`config.mk`:
```
export PLATFORM = sky130hd
export DESIGN_NAME = instr_fetch_issue
export DESIGN_NICKNAME = d
export VERILOG_FILES = /design/src/rtl/instr_fetch_issue.sv
export SDC_FILE = /design/constraint.sdc
export NUM_CORES = 1
export LEC_CHECK = 0
export ABC_AREA = 0
export ABC_CLOCK_PERIOD_IN_PS = 1900
export CAP_MARGIN = 40
export CORE_MARGIN = 1.5
export CORE_UTILIZATION = 30
export DETAILED_ROUTE_END_ITERATION = 10
export GPL_ROUTABILITY_DRIVEN = 0
export HOLD_SLACK_MARGIN = 0.08
export PLACE_DENSITY = 0.57
export REMOVE_ABC_BUFFERS = 1
export SYNTH_ARGS = -nofsm -noshare
export SYNTH_HDL_FRONTEND = slang
export SYNTH_SLANG_ARGS = --single-unit
```
`constraint.sdc`:
```
create_clock -name clk -period 1.9 [get_ports clk]
set_input_delay 0.19 -clock clk [delete_from_list [all_inputs] [get_ports clk]]
set_output_delay 0.19 -clock clk [all_outputs]
set_load 0.02 [all_outputs]
```
`src/rtl/instr_fetch_issue.sv`:
```
// Fetch/issue front end: owns the PC, requests instructions from imem, decodes
// each returned word and hands it to the datapath with a valid/stall handshake.
module instr_fetch_issue #(
    parameter int unsigned      WIDTH    = 32,
    parameter logic [WIDTH-1:0] RESET_PC = '0
) (
    input  logic             clk,
    input  logic             rst,
    output logic             imem_req,
    output logic [WIDTH-1:0] imem_addr,
    input  logic [WIDTH-1:0] imem_rdata,
    input  logic             imem_valid,
    input  logic             stall,
    input  logic             branch_taken,
    input  logic [WIDTH-1:0] branch_target,
    output logic [WIDTH-1:0] pc,
    output logic [6:0]       opcode,
    output logic [2:0]       Funct3,
    output logic [6:0]       Funct7,
    output logic [4:0]       RS1,
    output logic [4:0]       RS2,
    output logic [4:0]       RD,
    output logic [11:0]      Imm_reg,
    output logic [4:0]       Shamt,
    output logic             write_en,
    output logic             read_en,
    output logic             mem_we,
    output logic             issue_valid,
    output logic             illegal_instr
);

    typedef enum logic [1:0] {IDLE, FETCH, ISSUE} state_t;

    state_t           state_q, state_d;
    logic [WIDTH-1:0] pc_q, pc_d;
    logic             capture;

    logic [31:0]      instr_q;
    logic [11:0]      imm_q, dec_imm;
    logic             we_q, re_q, mwe_q, ill_q;
    logic             dec_we, dec_re, dec_mwe, dec_ill;

    always_ff @(posedge clk or negedge rst) begin
        if (!rst) begin
            state_q <= IDLE;
            pc_q    <= RESET_PC;
        end else begin
            state_q <= state_d;
            pc_q    <= pc_d;
        end
    end

    always_comb begin
        state_d = state_q;
        pc_d    = pc_q;
        capture = 1'b0;
        case (state_q)
            IDLE:  state_d = FETCH;
            FETCH: begin
                if (imem_valid) begin
                    capture = 1'b1;
                    state_d = ISSUE;
                end
            end
            ISSUE: begin
                if (!stall) begin
                    state_d = FETCH;
                    // redirect targets are forced word-aligned
                    pc_d = branch_taken ? (branch_target & ~WIDTH'(3)) : (pc_q + WIDTH'(4));
                end
            end
            default: state_d = IDLE;
        endcase
    end

    always_comb begin
        dec_we  = 1'b0;
        dec_re  = 1'b0;
        dec_mwe = 1'b0;
        dec_ill = 1'b0;
        dec_imm = '0;
        case (imem_rdata[6:0])
            7'b0110011: dec_we = 1'b1;
            7'b0010011: begin
                dec_we  = 1'b1;
                dec_imm = imem_rdata[31:20];
            end
            7'b0000011: begin
                dec_we  = 1'b1;
                dec_re  = 1'b1;
                dec_imm = imem_rdata[31:20];
            end
            7'b0100011: begin
                dec_mwe = 1'b1;
                dec_imm = {imem_rdata[31:25], imem_rdata[11:7]};
            end
            7'b1100011: dec_imm = {imem_rdata[31], imem_rdata[7], imem_rdata[30:25], imem_rdata[11:8]};
            7'b1100111: begin
                dec_we  = 1'b1;
                dec_imm = imem_rdata[31:20];
            end
            7'b1101111, 7'b0110111, 7'b0010111: dec_we = 1'b1;
            default: dec_ill = 1'b1;
        endcase
    end

    always_ff @(posedge clk or negedge rst) begin
        if (!rst) begin
            instr_q <= '0;
            imm_q   <= '0;
            we_q    <= 1'b0;
            re_q    <= 1'b0;
            mwe_q   <= 1'b0;
            ill_q   <= 1'b0;
        end else if (capture) begin
            instr_q <= imem_rdata[31:0];
            imm_q   <= dec_imm;
            we_q    <= dec_we;
            re_q    <= dec_re;
            mwe_q   <= dec_mwe;
            ill_q   <= dec_ill;
        end
    end

    assign issue_valid   = (state_q == ISSUE);
    assign imem_req      = (state_q == FETCH);
    assign imem_addr     = pc_q;
    assign pc            = pc_q;

    assign opcode        = instr_q[6:0];
    assign Funct3        = instr_q[14:12];
    assign Funct7        = instr_q[31:25];
    assign RS1           = instr_q[19:15];
    assign RS2           = instr_q[24:20];
    assign RD            = instr_q[11:7];
    assign Shamt         = instr_q[24:20];
    assign Imm_reg       = imm_q;

    // enables stay latched between issues, so gate them with the handshake
    assign write_en      = we_q  & issue_valid;
    assign read_en       = re_q  & issue_valid;
    assign mem_we        = mwe_q & issue_valid;
    assign illegal_instr = ill_q & issue_valid;

endmodule

```
==> results of run 1 <==
power by group through the flow:
stage	Sequential (mW)	Clock, mW	Combinational, mW
floorplan	3.89	0	1.18
global placement	2.84	0	4.83
detailed placement	2.88	0	4.87
CTS	2.85	1.72	4.89
global route	2.94	1.78	5.16
finish	2.84	1.68	4.84
cells in the final DEF, fill, tap and decap left out, types with 7 or more instances in the layout:
cell	count
sky130_fd_sc_hd__nor3_1	15
sky130_fd_sc_hd__buf_4	37
sky130_fd_sc_hd__a31oi_1	8
sky130_fd_sc_hd__a221o_1	11
sky130_fd_sc_hd__or3_1	7
sky130_fd_sc_hd__mux2i_1	9
sky130_fd_sc_hd__nand3_1	20
sky130_fd_sc_hd__dfrtp_1	79
sky130_fd_sc_hd__nor2_1	33
sky130_fd_sc_hd__clkdlybuf4s50_1	173
sky130_fd_sc_hd__and3_1	11
sky130_fd_sc_hd__mux2_2	31
sky130_fd_sc_hd__nand4_1	10
sky130_fd_sc_hd__o21ai_0	27
sky130_fd_sc_hd__nand2_1	29
sky130_fd_sc_hd__clkbuf_16	9
sky130_fd_sc_hd__inv_1	9
sky130_fd_sc_hd__a21oi_1	15
sky130_fd_sc_hd__a311oi_1	8
sky130_fd_sc_hd__nor2b_1	9
layer usage:
metal / track usage, % / up-vias / routed length, um
met3: 3.079 / 15 / 883
met4: 6.761 / 0 / 229
met1: 23.57 / 2128 / 6403
met5: 0 / - / 0
li1: - / 2059 / -
met2: 28.80 / 198 / 6573
final timing paths:
kind                                      startpoint                         to  cells past startpoint
max                        imem_addr[13]$_DFFE_PN0P_              imem_addr[13]                      2
min                                              rst    instr_q[13]$_DFFE_PN0P_                      2
max reg2reg                 imem_addr[4]$_DFFE_PN0P_  imem_addr[25]$_DFFE_PN0P_                      5
min reg2reg                        ill_q$_DFFE_PN0P_          ill_q$_DFFE_PN0P_                      2
max in group asynchronous                        rst     state_q[1]$_DFFE_PN0P_                      3
min in group clk                        branch_taken  imem_addr[23]$_DFFE_PN0P_                      4
critical path: stages (launching register included):
cell	delay (ps)
sky130_fd_sc_hd__dfrtp_1	450
sky130_fd_sc_hd__buf_4	170
sky130_fd_sc_hd__clkdlybuf4s50_1	600
final cells by class:
cell class / instances / area (um^2)
clock inverters: 7 / 55.05
repair buffers: 224 / 2205
flip-flops and latches: 80 / 2003
inverters: 9 / 33.78
well taps: 188 / 235.2
clock buffers: 9 / 225.2
multi-input cells: 317 / 2138
fillers: 1380 / 8194
what timing repair did:
item,in CTS,in global routing
cloned,0,0
endpoints found under the setup margin,4,2
hold endpoints to repair,35,0
resized for setup,4,3
hold buffers,1,0
through the flow:
stage | instance area [um^2] | setup WS (ps) | hold WS (ps) | utilization (%) | TNS (ps)
floorplan | 4168 | -346.7 | -105.6 | - | -7362
finish | 6895 | 147.1 | 366.7 | 45.70 | 0
global route | 6895 | 16.25 | 427.8 | 45.70 | 0
global placement | 6604 | 46.07 | 199.8 | 43.76 | 0
detailed placement | 6604 | 27.13 | 207.1 | 43.76 | 0
CTS | 6889 | 6.210 | 385.7 | 45.66 | 0
logic make-up (layout without fill, tap and decap cells):
logic type	Yosys count	count (layout)	synth area share, %
AND/OR/NAND/NOR	167	167	20.14
buffers and inverters	77	249	10.10
adder cells (fa/ha/maj)	1	1	0.2728
flip-flops	80	80	43.66
other	1	4	0.08178
multiplexers	40	40	9.577
AO/OA/AOI/OAI	105	105	16.18
==> load_flow_metrics.sql, run 1 <==
INSERT INTO impl_metrics (metric_group, metric, value, unit) VALUES
('placed_design', 'placedCellCount', '817', ''),
('hold_path', 'worst_hold_path_type', 'primary input to async pin', ''),
('clock_network', 'cts.sinks', '80', ''),
('global_route', 'maximum_number_of_pins_on_one_net_before_global_route_repair', '67', ''),
('yosys', 'synthArstFlopShare', '100.0', '%'),
('critical_path', 'path_class', 'flip-flop to output pin', ''),
('pwr', 'total_leakage_power', '2.837', 'nW'),
('pwr', 'power.switching_fraction', '39.50', '%'),
('placed_design', 'hpwl', '10.40', 'mm'),
('critical_path', 'crit_path_launch_type', 'flip-flop', ''),
('global_route', 'initial_antenna_violation_count', '0', ''),
('placed_design', 'count_of_buffers_inserted_at_the_top_level_ports', '181', ''),
('pwr', 'max-vdd-ir-drop', '677.3', 'uV'),
('sta', 'setup_violations', '0', ''),
('drt', 'first_iter_violations', '305', ''),
('layout', 'largest_reg_flops', '32', ''),
('yosys', 'synth_common_cells', 'sky130_fd_sc_hd__dfrtp_1 (80), sky130_fd_sc_hd__buf_4 (42), sky130_fd_sc_hd__nor2_1 (33), sky130_fd_sc_hd__mux2_2 (31), sky130_fd_sc_hd__nand2_1 (29)', ''),
('sta', 'total_count_of_max_transition_violations_in_the_final_report', '0', ''),
('yosys', 'synth-edff-count', '0', ''),
('drt', 'viasPerCell', '5.276', ''),
('pwr', 'cellPowerDensity', '1357', 'nW/um^2'),
('sta', 'min_period_over_period', '92.26', '%'),
('die', 'die_w', '126.6', 'um'),
('clock_network', 'clkTransAtPathRegs', '70', 'ps'),
('drt', 'routed-via-count', '4400', ''),
('yosys', 'synthesis.area_per_instance', '9.736', 'um^2'),
('layout', 'num_antenna_cells', '0', ''),
('die', 'core-area', '15090', 'um^2'),
('sta', 'maxClockFrequency', '0.5705', 'GHz'),
('clock_network', 'clockBufferDepth', '2', ''),
('yosys', 'dominant_register_cell_in_the_synthesized_netlist', 'sky130_fd_sc_hd__dfrtp_1', ''),
('yosys', 'ys_seq_area_share', '43.66', '%'),
('layout', 'num-nets-final', '711', ''),
('global_route', 'globalRouteOverflowTotal', '0', ''),
('critical_path', 'setup.reg_to_reg.worst_slack', '150', 'ps'),
('clock_network', 'cts_htree_levels', '3', ''),
('global_route', 'grt_util_all_layers', '17.70', '%'),
('layout', 'final_standard_cell_count_with_taps_included_and_fillers_excluded', '834', ''),
('clock_network', 'clk_root_buffer_cell', 'sky130_fd_sc_hd__clkbuf_16', ''),
('yosys', 'synthesis.area', '4586', 'um^2'),
('global_route', 'grt_first_pass_wirelength', '22.42', 'mm'),
('yosys', 'post_synth_num_cell_types', '54', ''),
('yosys', 'synth_largest_type_area_fraction', '43.66', '%'),
('layout', 'drive_gt1_share', '15.33', '%'),
('critical_path', 'timing.critical_path.arrival', '1560', 'ps'),
('sta', 'timing_worst_slew_pin_value', '569.8', 'ps'),
('drt', 'postRouteAntennaNets', '0', ''),
('job', 'drv.max_cap_violation_count', '0', ''),
('pwr', 'intPower', '5.663', 'mW'),
('global_route', 'first_global_vias', '4148', ''),
('yosys', 'yosys_warnings', '0', ''),
('die', 'chipHeight', '126.6', 'um'),
('sta', 'clock_skew', '6.951', 'ps'),
('clock_network', 'postCtsSetupRepairBufs', '0', ''),
('pwr', 'total_power', '9.360', 'mW'),
('outcome', 'status', 'finished, final reports clean', ''),
('pwr', 'p_switching', '3.697', 'mW'),
('yosys', 'post_synth_inst_count', '471', ''),
('critical_path', 'worst_ep_required_time', '1710', 'ps'),
('pwr', 'part_of_the_power_in_registers', '30.4', '%'),
('sta', 'period_minus_slack', '1753', 'ps'),
('clock_network', 'insertion_delay', '350', 'ps'),
('sta', 'slew-limit-headroom', '62.01', '%'),
('clock_network', 'cts_inserted_buffers', '9', ''),
('drt', 'dr_wl_cell', '16.89', 'um'),
('yosys', 'netlist.top_cell.by_area', 'sky130_fd_sc_hd__dfrtp_1', ''),
('drt', 'dr.pass1.iters', '5', ''),
('layout', 'flow.area_growth_from_synthesis', '50.37', '%'),
('die', 'initial_core_util', '30.39', '%'),
('pwr', 'power.share.combinational', '51.7', '%'),
('yosys', 'netlist_top_cells_area', 'sky130_fd_sc_hd__dfrtp_1 (44%), sky130_fd_sc_hd__mux2_2 (7.6%), sky130_fd_sc_hd__buf_4 (6.9%)', '');
(Power assumes the default switching activity.)
==> run 2: changes to the inputs <==
- CTS_CLUSTER_DIAMETER: unset -> 50
==> results of run 2 <==
Same layout as run 1: the final DEF is identical, and so are final timing and power.
